**src/rtl/writeback_stage_if.sv**
```systemverilog
// Memory-stage to write-back bundle: instruction/result inputs, decode read ports,
// and the commit/status outputs of the write-back stage.
interface writeback_stage_if;
  logic        wb_valid;
  logic [31:0] IR;
  logic [31:0] dataout;
  logic [31:0] ALUResult;
  logic [4:0]  RS1_addr;
  logic [4:0]  RS2_addr;
  logic [31:0] RD1;
  logic [31:0] RD2;
  logic        commit_valid;
  logic [4:0]  commit_rd;
  logic [31:0] commit_data;
  logic [63:0] instret;
  logic        illegal_op;

  modport master (
    output wb_valid, IR, dataout, ALUResult, RS1_addr, RS2_addr,
    input  RD1, RD2, commit_valid, commit_rd, commit_data, instret, illegal_op
  );

  modport slave (
    input  wb_valid, IR, dataout, ALUResult, RS1_addr, RS2_addr,
    output RD1, RD2, commit_valid, commit_rd, commit_data, instret, illegal_op
  );
endinterface

```
**src/rtl/writeback_stage.sv**
```systemverilog
// RISC-V write-back stage: selects the result, owns the 32x32 register file with
// same-cycle bypass on both read ports, and tracks commit trace, instret and illegal opcodes.
module writeback_stage (
  input  logic             clk,
  input  logic             rst,
  writeback_stage_if.slave wb
);
  localparam logic [6:0] OP_LOAD   = 7'b0000011;
  localparam logic [6:0] OP_OP     = 7'b0110011;
  localparam logic [6:0] OP_IMM    = 7'b0010011;
  localparam logic [6:0] OP_LUI    = 7'b0110111;
  localparam logic [6:0] OP_AUIPC  = 7'b0010111;
  localparam logic [6:0] OP_JAL    = 7'b1101111;
  localparam logic [6:0] OP_JALR   = 7'b1100111;
  localparam logic [6:0] OP_STORE  = 7'b0100011;
  localparam logic [6:0] OP_BRANCH = 7'b1100011;
  localparam logic [6:0] OP_SYSTEM = 7'b1110011;

  logic        legal_op;
  logic        writes_rd;
  logic        sel_load;
  logic [4:0]  rd;
  logic [31:0] wb_value;
  logic        wr_en;
  logic        retire;

  logic [31:0] regs_reg [1:31];
  logic        commit_valid_reg;
  logic [4:0]  commit_rd_reg;
  logic [31:0] commit_data_reg;
  logic [63:0] instret_reg;
  logic        illegal_op_reg;

  // Only opcode and rd fields matter at write-back.
  logic unused_ir_hi;
  assign unused_ir_hi = ^wb.IR[31:12];

  always_comb begin
    legal_op  = 1'b0;
    writes_rd = 1'b0;
    sel_load  = 1'b0;
    case (wb.IR[6:0])
      OP_LOAD: begin
        legal_op  = 1'b1;
        writes_rd = 1'b1;
        sel_load  = 1'b1;
      end
      OP_OP, OP_IMM, OP_LUI, OP_AUIPC, OP_JAL, OP_JALR: begin
        legal_op  = 1'b1;
        writes_rd = 1'b1;
      end
      OP_STORE, OP_BRANCH, OP_SYSTEM: legal_op = 1'b1;
      default: ;
    endcase
  end

  assign rd       = wb.IR[11:7];
  assign wb_value = sel_load ? wb.dataout : wb.ALUResult;
  // Gating with rst keeps the bypass silent (RDn = 0) while reset is held.
  assign wr_en    = rst & wb.wb_valid & writes_rd & (rd != 5'd0);
  assign retire   = rst & wb.wb_valid & legal_op;

  generate
    for (genvar gi = 1; gi < 32; gi++) begin : g_reg
      always_ff @(posedge clk or negedge rst) begin
        if (!rst) begin
          regs_reg[gi] <= 32'd0;
        end else if (wr_en && (rd == 5'(gi))) begin
          regs_reg[gi] <= wb_value;
        end
      end
    end
  endgenerate

  logic [4:0]  rs_addr [2];
  logic [31:0] rs_data [2];
  assign rs_addr[0] = wb.RS1_addr;
  assign rs_addr[1] = wb.RS2_addr;

  generate
    for (genvar gi = 0; gi < 2; gi++) begin : g_read
      always_comb begin
        rs_data[gi] = 32'd0;
        if (rs_addr[gi] != 5'd0) begin
          if (wr_en && (rd == rs_addr[gi])) begin
            rs_data[gi] = wb_value;
          end else begin
            rs_data[gi] = regs_reg[rs_addr[gi]];
          end
        end
      end
    end
  endgenerate

  assign wb.RD1 = rs_data[0];
  assign wb.RD2 = rs_data[1];

  always_ff @(posedge clk or negedge rst) begin
    if (!rst) begin
      commit_valid_reg <= 1'b0;
      commit_rd_reg    <= 5'd0;
      commit_data_reg  <= 32'd0;
      instret_reg      <= 64'd0;
      illegal_op_reg   <= 1'b0;
    end else begin
      commit_valid_reg <= retire;
      commit_rd_reg    <= wr_en ? rd : 5'd0;
      commit_data_reg  <= wr_en ? wb_value : 32'd0;
      if (retire) begin
        instret_reg <= instret_reg + 64'd1;
      end
      if (wb.wb_valid && !legal_op) begin
        illegal_op_reg <= 1'b1;
      end
    end
  end

  assign wb.commit_valid = commit_valid_reg;
  assign wb.commit_rd    = commit_rd_reg;
  assign wb.commit_data  = commit_data_reg;
  assign wb.instret      = instret_reg;
  assign wb.illegal_op   = illegal_op_reg;
endmodule

```
**src/flat_wrapper.sv**
```systemverilog
// flat-port wrapper written by rule: the top's interface ports become plain ports
module writeback_stage_flat 
  (clk, rst, wb_wb_valid, wb_IR, wb_dataout, wb_ALUResult, wb_RS1_addr, wb_RS2_addr, wb_RD1, wb_RD2, wb_commit_valid, wb_commit_rd, wb_commit_data, wb_instret, wb_illegal_op);
  writeback_stage_if wb_i ();
  input  logic clk;
  input  logic rst;
  input wire logic [$bits(wb_i.wb_valid)-1:0] wb_wb_valid;
  input wire logic [$bits(wb_i.IR)-1:0] wb_IR;
  input wire logic [$bits(wb_i.dataout)-1:0] wb_dataout;
  input wire logic [$bits(wb_i.ALUResult)-1:0] wb_ALUResult;
  input wire logic [$bits(wb_i.RS1_addr)-1:0] wb_RS1_addr;
  input wire logic [$bits(wb_i.RS2_addr)-1:0] wb_RS2_addr;
  output wire logic [$bits(wb_i.RD1)-1:0] wb_RD1;
  output wire logic [$bits(wb_i.RD2)-1:0] wb_RD2;
  output wire logic [$bits(wb_i.commit_valid)-1:0] wb_commit_valid;
  output wire logic [$bits(wb_i.commit_rd)-1:0] wb_commit_rd;
  output wire logic [$bits(wb_i.commit_data)-1:0] wb_commit_data;
  output wire logic [$bits(wb_i.instret)-1:0] wb_instret;
  output wire logic [$bits(wb_i.illegal_op)-1:0] wb_illegal_op;
  assign wb_i.wb_valid = wb_wb_valid;
  assign wb_i.IR = wb_IR;
  assign wb_i.dataout = wb_dataout;
  assign wb_i.ALUResult = wb_ALUResult;
  assign wb_i.RS1_addr = wb_RS1_addr;
  assign wb_i.RS2_addr = wb_RS2_addr;
  assign wb_RD1 = wb_i.RD1;
  assign wb_RD2 = wb_i.RD2;
  assign wb_commit_valid = wb_i.commit_valid;
  assign wb_commit_rd = wb_i.commit_rd;
  assign wb_commit_data = wb_i.commit_data;
  assign wb_instret = wb_i.instret;
  assign wb_illegal_op = wb_i.illegal_op;
  writeback_stage u_core (.clk(clk), .rst(rst), .wb(wb_i));
endmodule
```
**config.mk**
```make
export PLATFORM = sky130hd
export DESIGN_NAME = writeback_stage_flat
export DESIGN_NICKNAME = d
export VERILOG_FILES = /design/src/rtl/writeback_stage_if.sv /design/src/rtl/writeback_stage.sv /design/src/flat_wrapper.sv
export SDC_FILE = /design/constraint.sdc
export NUM_CORES = 2
export LEC_CHECK = 0
export BUFFER_PORTS_ARGS = -buffer_cell sky130_fd_sc_hd__clkbuf_2
export CORE_MARGIN = 2
export CORE_UTILIZATION = 60
export CTS_CLUSTER_DIAMETER = 50
export DETAILED_ROUTE_END_ITERATION = 8
export HOLD_SLACK_MARGIN = 0.08
export PLACE_DENSITY = 0.78
export SLEW_MARGIN = 20
export SYNTH_ARGS = -nofsm -noshare
export SYNTH_HDL_FRONTEND = slang
export SYNTH_SLANG_ARGS = --single-unit
```
**constraint.sdc**
```tcl
create_clock -name clk -period 4.55 [get_ports clk]
set_clock_uncertainty 0.2 [all_clocks]
set_input_delay 1.1375 -clock clk [delete_from_list [all_inputs] [get_ports clk]]
set_output_delay 1.1375 -clock clk [all_outputs]
set_load 0.1 [all_outputs]
```
# Yosys cells after proc, flatten, opt, wreduce, memory -nomap -nowiden
# Index checks and enable logic that the tools add are counted.
dict set report classes {
  addsub 1
  magnitude_cmp 2
  eq_ne 43
  n_mux 16
  bitwise_logic 6
  n_reduce_logical 40
}
# operator n
set ops {}
lappend ops {{binary-select mux 32 bit (select 5 bit)} 2}
lappend ops {{two-way mux 32 bit} 10}
lappend ops {{== test 5 bit (second input constant)} 16}
lappend ops {{adder 64 x 1 -> 64 bit (second input constant)} 1}
lappend ops {{== test 5 x 4 -> 1 bit (second input constant)} 8}
lappend ops {{logical AND 1 bit} 34}
lappend ops {{== test 7 bit (second input constant)} 4}
lappend ops {{== test 7 x 6 -> 1 bit (second input constant)} 3}
lappend ops {{== test 5 x 3 -> 1 bit (second input constant)} 4}
lappend ops {{nonzero test 5 bit} 3}
lappend ops {{== test 7 x 5 -> 1 bit (second input constant)} 2}
lappend ops {{>= comparator 6 bit (second input constant)} 2}
lappend ops {{NOT 5 -> 6 bit} 2}
lappend ops {{== test 5 x 2 -> 1 bit (second input constant)} 2}
lappend ops {{== test 5 bit} 2}
lappend ops {{OR reduction 10 bit} 1}
lappend ops {{== test 7 x 2 -> 1 bit (second input constant)} 1}
lappend ops {{OR reduction 7 bit} 1}
lappend ops {{== test 5 x 1 -> 1 bit (second input constant)} 1}
lappend ops {{two-way mux 5 bit} 1}
lappend ops {{bitwise AND 1 bit} 4}
lappend ops {{two-way mux 1 bit} 3}
lappend ops {{zero test 1 bit} 1}
dict set report word_totals {
  ff_bits 1095
}

# Longest topological paths before layout
dict set report depth {
  depth_word 8
  ltp_mapped 10
}

# Worst setup path after synthesis
# OpenSTA, ideal clock, no wires.
dict set report synth_timing {
  path_kind {input to output}
  start {input port wb_IR[5]}
  end {output port wb_RD2[31]}
  arrival_time_ps 4900
  t_required_ps 3213
  slack_ps -1687
  path_stages 8
  path_buffers 3
  path_cell_list {or3_1 -> or2_1 -> buf_6 -> buf_6 -> a2111oi_2 -> buf_2 -> a211oi_1 -> a211oi_1}
}
dict set report synth_between {
  elab_chain_len 8
  word_cells_on_any_way 16
  cone_classes {eq/ne (7); mux (5); bitwise (2); reduce/logical (2)}
}
# item line
set synth_rtl {}
lappend synth_rtl {{start, declared} flat_wrapper.sv:8} ;# input wire logic [$bits(wb_i.IR)-1:0] wb_IR;
lappend synth_rtl {{== test 7 x 6 -> 1 bit, or another cell as far along} writeback_stage.sv:42} ;# case (wb.IR[6:0])
lappend synth_rtl {{OR reduction 7 bit (no source line)} n/a}
lappend synth_rtl {{two-way mux 1 bit} writeback_stage.sv:42}
lappend synth_rtl {{bitwise AND 1 bit (2 in series)} writeback_stage.sv:60} ;# assign wr_en = rst & wb.wb_valid & writes_rd & (rd != 5'd0);
lappend synth_rtl {{logical AND 1 bit} writeback_stage.sv:85} ;# if (wr_en && (rd == rs_addr[gi])) begin
lappend synth_rtl {{two-way mux 32 bit (*)} writeback_stage.sv:85}
lappend synth_rtl {{two-way mux 32 bit (*)} writeback_stage.sv:84} ;# if (rs_addr[gi] != 5'd0) begin
lappend synth_rtl {{end, declared} flat_wrapper.sv:14} ;# output wire logic [$bits(wb_i.RD2)-1:0] wb_RD2;
# Every way passes the cells marked *; elsewhere a longest branch is shown, timed or not.

# Worst setup path in the final report
dict set report layout_timing {
  start {input port wb_IR[5]}
  end {output port wb_RD1[29]}
}
dict set report layout_between {
  elab_chain_len 8
  word_cells_on_any_way 16
  cone_classes {eq/ne (7); mux (5); bitwise (2); reduce/logical (2)}
}
# item line
set layout_rtl {}
lappend layout_rtl {{== test 7 x 6 -> 1 bit, or another cell as far along} writeback_stage.sv:42}
lappend layout_rtl {{OR reduction 7 bit (no source line)} n/a}
lappend layout_rtl {{two-way mux 1 bit} writeback_stage.sv:42}
lappend layout_rtl {{bitwise AND 1 bit (2 in series)} writeback_stage.sv:60}
lappend layout_rtl {{logical AND 1 bit} writeback_stage.sv:85}
lappend layout_rtl {{two-way mux 32 bit (*)} writeback_stage.sv:85}
lappend layout_rtl {{two-way mux 32 bit (*)} writeback_stage.sv:84}
lappend layout_rtl {{end, declared} flat_wrapper.sv:13} ;# output wire logic [$bits(wb_i.RD1)-1:0] wb_RD1;
# Marked as above.

==> impl_metrics.json <==
{
  "ys_ff_latch": 1095,
  "root_buffer": "clkbuf_16",
  "powerDensity_mw_per_mm2": 328.8,
  "min_period_ns": 4.733,
  "maxCapViolCount": 0,
  "setup.worst_path.end_class": "output port",
  "clk_pin_slew_ns": 0.06,
  "path_common_cell": "buf_12",
  "area_growth_pct": 22.66,
  "ys_seq_area_share_pct": 48.63,
  "grt_max_degree": 186,
  "finalSetupViolations": 64,
  "required_ns": 3.21,
  "path_cells": "clkbuf_2, or3_4, or2_4, a2111o_2, buf_12, buf_12, nand4_1, o211ai_4, buf_12",
  "gp_congestion": 0.9130,
  "syn_inst": 5113,
  "min_path_type": "reg -> reg",
  "max_freq_mhz": 211.3,
  "avgSynthCellArea_sq_um": 11.02,
  "avgRoutedWirePerCell_um": 28.95,
  "largest_register_ffs": 992,
  "path_buf_inv": 4,
  "finalWorstSetupSlack_ns": -0.1826,
  "slew_headroom_pct": 22.19,
  "synth_edf_count": 0,
  "p_leak_uw": 0.02963,
  "rsz0062_at_grt": "yes",
  "first_iter_violations": 7699,
  "dieArea_sq_mm": 0.09637,
  "tightest_slew_ns": 1.167,
  "port_buffers": 255,
  "fillers": 5635,
  "cts_tree": "built",
  "grt_pass1_vias": 48230,
  "insertion_delay_ns": 0.71,
  "ys_types": 66,
  "grt-ovfl-total": 0,
  "grt_pass1_wl_um": 289800,
  "ir_drop_mv": 0.3264,
  "drv_slew": 0,
  "clock_sinks": 1095,
  "initial_utilization_pct": 60.46,
  "drtPass1Iterations": 9,
  "start_kind": "primary input",
  "violations": "negative setup slack",
  "ioPinCount": 276,
  "drive_gt1_share_pct": 30.41,
  "multi_input_area_sq_mm": 0.02869,
  "synthesis.area_sq_mm": 0.05634,
  "antenna_found_initial": 5,
  "cts_buffers": 121,
  "synth_ff_type": "dfrtp_1",
  "finalCritPeriodShare_pct": 104.0,
  "crit_slowest_cell": "a2111o_2",
  "core_sq_mm": 0.09319,
  "seqCellArea_sq_mm": 0.02740,
  "route.detailed.drc": 0,
  "critPathKind": "in -> out",
  "clk_path_buf_depth": 3,
  "dp_hpwl_um": 120200,
  "wirelength_um": 197000,
  "dp_cells": 6552,
  "ys_async_sr_fraction_pct": 100.0,
  "cp.arrival_ns": 3.40,
  "gr-usage-all-layers_pct": 40.46,
  "critPathMaxStageDelay_ns": 0.48,
  "vias": 48030,
  "hold_buffers": 0,
  "viasPerCell": 7.057,
  "rows": 112,
  "yosysWarnings": 0,
  "hold_viol_final": 0,
  "fin_cells": 6807,
  "status": "complete, but fails checks",
  "critPathMaxFanout": 13,
  "syn_nets": 5223,
  "cts.htree.levels": 3,
  "ant_nets": 0,
  "nNetsFinal": 5568,
  "cpLargestDelayFamily": "simple AND/OR/NAND/NOR gates",
  "die_w_um": 310.4,
  "final_core_util_pct": 74.16,
  "die_y_um": 310.4
}
[synth_stat cells, types with 7 or more instances]
cell / n / share of area [%]
clkbuf_1: 384 / 2.6
o2111ai_2: 15 / 0.40
nor2_1: 114 / 0.76
a22o_1: 36 / 0.56
inv_1: 15 / 0.10
mux2_2: 92 / 1.8
o22ai_1: 66 / 0.73
mux4_2: 438 / 18
o31ai_1: 13 / 0.17
and2_1: 7 / 0.078
a22oi_1: 14 / 0.19
o211ai_2: 13 / 0.29
nand2b_1: 7 / 0.078
nor3_1: 62 / 0.55
nand3_1: 71 / 0.63
nor4_1: 58 / 0.64
buf_1: 25 / 0.17
o2111ai_4: 16 / 0.75
o21ai_1: 849 / 7.5
xor2_1: 43 / 0.67
nand3b_1: 13 / 0.17
a31oi_1: 12 / 0.13
a221oi_1: 64 / 0.99
mux2i_1: 115 / 2.0
xnor2_1: 30 / 0.47
o221ai_1: 30 / 0.47
nand4_1: 19 / 0.21
a221o_1: 14 / 0.25
buf_2: 95 / 0.84
dfrtp_1: 1095 / 49
a21oi_1: 22 / 0.20
nor2b_1: 11 / 0.12
and3_1: 10 / 0.11
o21ai_0: 160 / 1.4
nand2_1: 1029 / 6.9
[final cells by class]
cell class	instances	area share, %
repair buffers	738	10.70
well taps	1254	2.270
flip-flops and latches	1095	39.65
clock inverters	50	0.8056
diodes	2	0.007241
clock buffers	166	4.964
multi-input cells	3485	41.52
inverters	17	0.09233
[through the flow]
step	area [sq um]	setup slack [ns]	TNS, ns	total power [uW]	hold WS, ns
floorplan	57340	-0.2465	-8.047	11600	0.2604
global placement	63940	-0.2235	-4.987	12780	0.2419
detailed placement	63940	-0.1965	-5.592	12830	0.2625
CTS	68390	-0.08366	-1.321	22610	0.2802
global route	69110	-0.1867	-6.156	23260	0.2953
finish	69110	-0.1826	-5.785	22730	0.2815
[per-layer routing]
layer  wire length, um  track usage, %  vias up
li1                  -               -    19600
met1             65690           50.02    23610
met2             89200           61.10     3800
met3             28470           14.55     1014
met4             13420           25.12       12
met5               255               0        -
[layout by cell type, fill, tap and decap left out, drive strengths merged, types with 11 or more instances in the layout]
cell type     n
o211ai       15
clkinv       26
nor2        119
xnor2        30
mux2i       115
a221oi       64
nor4         58
o31ai        13
mux2         92
buf         546
a31oi        12
a21oi        23
a22oi        14
nor3         64
nand4        19
o221ai       32
mux4        438
a22o         36
nand3b       13
o2111ai      33
dfrtp      1095
nor2b        11
xor2         43
nand2      1030
clkbuf      358
a221o        14
o21ai      1009
o22ai        67
nand3        71
inv          24
[kinds of logic (layout without fill, tap and decap cells)]
group | Yosys count | count (layout) | share of synthesized area (%)
DFF | 1095 | 1095 | 48.63
adders and majority gates | 1 | 1 | 0.02220
buffers and inverters | 533 | 971 | 3.882
other | 0 | 2 | 0
muxes | 645 | 645 | 21.39
AOI/OAI and AO/OA | 1343 | 1343 | 14.44
xor gates and xnor gates | 73 | 73 | 1.135
and+or+nand+nor | 1423 | 1423 | 10.50
[final timing paths]
| kind | startpoint | to | slack, ns | cells past startpoint |
|---|---|---|---|---|
| setup reg to reg | u_core.wb.instret[23] | u_core.wb.instret[54] | 1.47 | 5 |
| max in group asynchronous | rst | u_core.regs_reg[883] | 1.66 | 4 |
| min in group asynchronous | rst | u_core.wb.instret[22] | 0.33 | 2 |
| hold / removal | u_core.wb.instret[63] | u_core.wb.instret[63] | 0.28 | 1 |
| setup / recovery | wb_IR[5] | wb_RD1[29] | -0.18 | 9 |
| hold reg to reg | u_core.wb.instret[63] | u_core.wb.instret[63] | 0.28 | 1 |
[report_power, final]
part	switching [uW]	total, uW	internal, uW
combinational	1820	2840	1010
clock	4170	9890	5720
sequential	124	10000	9880
total	6110	22700	16600
[what timing repair did]
item / 4_1_cts / 5_1_grt
pin swaps: 4 / 16
setup endpoints to repair: 62 / 63
setup buffers: 10 / 19
gates cloned: 2 / 11
resized for setup: 58 / 76
(Power assumes the default switching activity.)
